### src/rtl/multiword_sub_sequencer.sv
// multiword_sub_sequencer: streams word pairs LSW-first through an external subtractor, chaining borrow and registering results.
module multiword_sub_sequencer #(
  parameter int N = 16,
  parameter int WORDS = 4
) (
  input  logic         clk,
  input  logic         rst,
  input  logic         in_valid,
  output logic         in_ready,
  input  logic [N-1:0] in_a,
  input  logic [N-1:0] in_b,
  output logic [N-1:0] sub_a,
  output logic [N-1:0] sub_b,
  output logic         sub_cin,
  input  logic [N-1:0] sub_y,
  input  logic         sub_cout,
  output logic         out_valid,
  input  logic         out_ready,
  output logic [N-1:0] out_y,
  output logic         out_last,
  output logic         out_borrow,
  output logic         out_zero
);
  localparam int CW = WORDS > 1 ? $clog2(WORDS) : 1;
  localparam logic [CW-1:0] LAST_CNT = CW'(WORDS - 1);
  logic          out_valid_q, out_valid_d;
  logic [N-1:0]  out_y_q, out_y_d;
  logic          out_last_q, out_last_d;
  logic          out_borrow_q, out_borrow_d;
  logic          out_zero_q, out_zero_d;
  logic [CW-1:0] count_q, count_d;
  logic          borrow_q, borrow_d;
  logic          zero_q, zero_d;
  logic          accept, last, y_zero;
  assign sub_a      = in_a;
  assign sub_b      = in_b;
  assign sub_cin    = (count_q == '0) ? 1'b0 : borrow_q;
  assign in_ready   = ~out_valid_q | out_ready;
  assign accept     = in_valid & in_ready;
  assign last       = (count_q == LAST_CNT);
  assign y_zero     = (sub_y == '0);
  assign out_valid  = out_valid_q;
  assign out_y      = out_y_q;
  assign out_last   = out_last_q;
  assign out_borrow = out_borrow_q;
  assign out_zero   = out_zero_q;
  always_comb begin
    out_valid_d  = accept ? 1'b1 : (out_ready ? 1'b0 : out_valid_q);
    out_y_d      = accept ? sub_y : out_y_q;
    out_last_d   = accept ? last : out_last_q;
    out_borrow_d = accept ? (last & sub_cout) : out_borrow_q;
    out_zero_d   = accept ? (last & zero_q & y_zero) : out_zero_q;
    count_d      = accept ? (last ? '0 : count_q + 1'b1) : count_q;
    borrow_d     = accept ? (~last & sub_cout) : borrow_q;
    zero_d       = accept ? (last | (zero_q & y_zero)) : zero_q;
  end
  always_ff @(posedge clk) begin
    if (rst) begin
      out_valid_q  <= 1'b0;
      out_y_q      <= '0;
      out_last_q   <= 1'b0;
      out_borrow_q <= 1'b0;
      out_zero_q   <= 1'b0;
      count_q      <= '0;
      borrow_q     <= 1'b0;
      zero_q       <= 1'b1;
    end else begin
      out_valid_q  <= out_valid_d;
      out_y_q      <= out_y_d;
      out_last_q   <= out_last_d;
      out_borrow_q <= out_borrow_d;
      out_zero_q   <= out_zero_d;
      count_q      <= count_d;
      borrow_q     <= borrow_d;
      zero_q       <= zero_d;
    end
  end
endmodule
### config.mk
export PLATFORM = sky130hd
export DESIGN_NAME = multiword_sub_sequencer
export DESIGN_NICKNAME = d
export VERILOG_FILES = /design/src/rtl/multiword_sub_sequencer.sv
export SDC_FILE = /design/constraint.sdc
export NUM_CORES = 1
export LEC_CHECK = 0
export BUFFER_PORTS_ARGS = -buffer_cell sky130_fd_sc_hd__buf_2
export CELL_PAD_IN_SITES_DETAIL_PLACEMENT = 1
export CELL_PAD_IN_SITES_GLOBAL_PLACEMENT = 2
export CORE_MARGIN = 2
export CORE_UTILIZATION = 18
export DETAILED_ROUTE_END_ITERATION = 10
export PLACE_DENSITY_LB_ADDON = 0.1
export SLEW_MARGIN = 10
export SYNTH_ARGS = -nofsm -noshare
export SYNTH_HDL_FRONTEND = slang
export SYNTH_SLANG_ARGS = --single-unit
### constraint.sdc
create_clock -name clk -period 1.4 [get_ports clk]
set_input_delay 0.07 -clock clk [delete_from_list [all_inputs] [get_ports clk]]
set_output_delay 0.07 -clock clk [all_outputs]
set_load 0.1 [all_outputs]
# Word level (Yosys, flattened, before mapping)
# Cells that the tools add are included.
# totals
wordCells	27
register_bits	24
# op_classes
bitwise	10
addsub	1
eq_ne	1
n_reduce_logical	3
mux	4
# ops
operator	n
$logic_not A16 Y1	1
$and A1 B1 Y1	6
$mux W1	3
$add A2 B1 Y2 const B	1
$eq A2 B2 Y1 const B	1
$logic_not A2 Y1	1
$mux W2	1
$not A1 Y1	2
$or A1 B1 Y1	2
$reduce_bool A2 Y1	1

# Longest topological paths before layout
# logic_depth
ltp_word	4
mapped_depth	5

# Worst setup path before layout
# Ideal clock, no wire load.
# synth_path
path_kind	reg2reg
start	register out_valid_q, in the netlist out_valid
end	register out_y_q[0], in the netlist out_y[0]
setup_time_ns	0.132
arrival_ns	1.909
period_less_slack_ns	2.041
t_required_ns	1.268
setup_slack_ns	-0.641
stages_incl_launch_ff	6
cell_sequence	dfxtp_1 nor2b_2 inv_2 buf_2 nand3_1 a21oi_1
# synth_via
elab_chain_cells	3
# synth_rtl
element	line	source
start: declaration	26	logic out_valid_q, out_valid_d;
start signal: assignment	68	out_valid_q <= out_valid_d;
$not A1 Y1	38	assign in_ready = ~out_valid_q | out_ready;
$or A1 B1 Y1	38	
named net in_ready	9	output logic in_ready,
$and A1 B1 Y1	39	assign accept = in_valid & in_ready;
end signal: assignment	69	out_y_q <= out_y_d;
end: declaration	27	logic [N-1:0] out_y_q, out_y_d;
# The timed path passes the listed nets, and every way through them passes these cells.
# A chain may end at the register's enable or synchronous reset.

# Worst setup path after layout
# layout_path
start	register count_q[0]
end	register count_q[0]
# layout_via
elab_chain_cells	2
# layout_rtl
element	line	source
start: declaration	31	logic [CW-1:0] count_q, count_d;
start signal: assignment	73	count_q <= count_d;
$eq A2 B2 Y1	40	assign last = (count_q == LAST_CNT);
named net last	34	logic accept, last, y_zero;
$mux W2	53	count_d = accept ? (last ? '0 : count_q + 1'b1) : count_q;
# The timed path passes the listed nets, and every way through them passes these cells.

==> out/results.txt <==
status - finished, final reports clean
H-Tree Depth - 1
vias in the first global route - 1134
Post-DP HPWL - 2766 um
CP Launch Point - count_q[0]$_SDFFE_PP0P_
Combinational Power Share - 0.244
first-pass GRT wire length - 6051 um
setup violators final - 0
Critical Path AT - 1.54 ns
CTS root buf - clkbuf_8
Reg power frac - 0.405
worst min path class - in2reg
Setup Skew - 0.008505 ns
Max transition margin - 0.6737
fraction of layout cells with a size suffix above 1 - 0.3665
DRC viols - 0
Reg2Reg Depth - 3
CP required - 1.62 ns
Netlist cell types - 23
Clock transition at path regs - 0.10 ns
startpoint types - flop
cells after synthesis - 150
Mean Syn Cell Area - 8.141 sq um
ANT nets after route - 0
largest net degree at the start of global routing - 23
die outline height - 86.37 um
Fin. Hold Viols - 0
RD Place Congestion - 0.6575
GRT Total Usage - 0.1056
Switching Fraction - 0.3403
Port Buf Inserts - 42
Post-CTS Resized - 0
CP endpoint kind - flop
reg2reg setup slack - 0.08 ns
worst skew pair latency - 0.28 ns
clock power share - 0.351
area leader, netlist - dfxtp_1
Pint - 1.202 mW
Reg-to-Reg Start - count_q[0]$_SDFFE_PP0P_
CTS sink cnt - 24
Max Fclk - 754.8 MHz
Placed Area - 1348 sq um
Post-Syn Area - 1221 sq um
PwrDens - 1283 nW/um^2
final instance area - 1420 sq um
WHS - 0.04115 ns
DR vias - 1092
Mapped Nets - 205
Synth area leaders - dfxtp_1, buf_4, a21oi_1
Core Footprint - 6681 sq um
Initial DRC Count - 38
initial antenna violation count - 0
clock buffer depth - 2
Vias/cell - 4.531
die area - 7459 sq um
Leak Pwr - 0.5918 nW
Final Net Count - 217
I/O pins - 107
slew at the pin closest to its max-slew limit - 0.4929 ns
starting density of the core - 0.1828
fin. max-slew vios - 0
clock period minus worst slack - 1.325 ns
Syn. warnings - 0
beginning of the worst hold path - sub_y[6]
critical path fanouts, max - 5
row cnt - 30
RR Endpoint - count_q[0]$_SDFFE_PP0P_
Setup TNS - 0 ns
FILL cells - 827
# hold bufs at CTS - 0
commonest non-fill, non-tap cell in the layout - buf_2
CTS tree - built
commonest non-fill, non-tap cells in the layout - buf_2, a21oi_1, dfxtp_1
DR pass1 iterations - 4
crit path capture - count_q[0]$_SDFFE_PP0P_
period utilization - 0.9464
grt total ovfl - 0
sw power - 619.9 uW
sequential fraction of the synthesis area - 0.3934
Total Wirelength - 3899 um
max-capacitance violation count - 0
Chip Width - 86.37 um
RSZ-0062 raised after global routing - no
Routed wire per std cell - 16.18 um
CTS Buf Count - 3
Post-CTS Setup Repair Bufs - 0
Area growth syn-to-layout - 16.29%
CP Class - reg2reg
#FFs+latches synth - 24
Antenna diodes - 0
peak supply drop - 0.0004332 V
top cell type's share of synthesized area - 0.3934
==> cell usage after synthesis, drive strengths merged <==
master and n:
buf 38, nor3 1, o31ai 1, nand3 19, inv 5, nand4b 1
o211ai 1, a21oi 22, nor2b 2, nor4 3, or4 1, o2111ai 1
nand4 2, ha 2, nand3b 1, o21ai 22, dfxtp 24, clkbuf 4
==> per-stage QoR <==
step / instances / worst slack (ns) / power (mW) / util
floorplan: 150 / 0.02969 / 1.511 / -
global placement: 237 / 0.1287 / 1.201 / 0.2017
detailed placement: 237 / 0.1024 / 1.205 / 0.2017
CTS: 241 / 0.04927 / 1.869 / 0.2124
global route: 241 / 0.004326 / 1.919 / 0.2125
finish: 241 / 0.07507 / 1.822 / 0.2125
==> layout make-up <==
class | count | area [sq um] | area share
Clock buffer | 3 | 41.29 | 0.02907
Clock inverter | 1 | 30.03 | 0.02115
Inverter | 5 | 18.77 | 0.01322
Multi-Input combinational cell | 79 | 451.7 | 0.3181
Sequential cell | 24 | 485.5 | 0.3419
Tap cell | 80 | 100.1 | 0.07048
Timing Repair Buffer | 49 | 292.8 | 0.2062
==> worst min path at each step <==
stage,to,depth (start not counted)
after floorplan,borrow_q$_SDFFE_PP0P_,1
after global placement,sub_a[5],0
after detailed placement,sub_a[5],0
after CTS,out_y[3]$_SDFFE_PP0P_,3
after global routing,out_y[11]$_SDFFE_PP0P_,3
final,out_y[6]$_SDFFE_PP0P_,3
==> cells by family after synthesis <==
logic type / synth area share
buf+inv: 0.2469
flops: 0.3934
simple gates: 0.1393
fa+ha+maj: 0.02049
compound gates: 0.1998
==> routing by layer <==
metal	GRT usage	share of wire	vias up
met5	0	0	-
met4	0.05540	0.026	0
met3	0.02476	0.051	17
met2	0.1594	0.46	50
met1	0.1397	0.46	511
li1	-	-	514
==> critical path: stages, from the launching register on <==
cell and delay [ns]:
dfxtp_2 0.35, ha_1 0.25, or4_1 0.53, a21oi_1 0.13
==> power groups by stage <==
stage | Sequential [mW] | Clock (mW) | Combinational (mW)
2_1_floorplan | 0.960 | 0 | 0.551
3_3_place_gp | 0.753 | 0 | 0.448
3_5_place_dp | 0.755 | 0 | 0.450
4_1_cts | 0.739 | 0.680 | 0.450
5_1_grt | 0.744 | 0.701 | 0.473
6_report | 0.738 | 0.639 | 0.445
==> registers in the layout, summed over array words and instances, names as in the netlist <==
| signal | count |
|---|---|
| count_q | 2 |
| out_last | 1 |
| out_valid | 1 |
| out_y | 16 |
| out_borrow | 1 |
| borrow_q | 1 |
| out_zero | 1 |
| zero_q | 1 |
(Power assumes the default switching activity.)
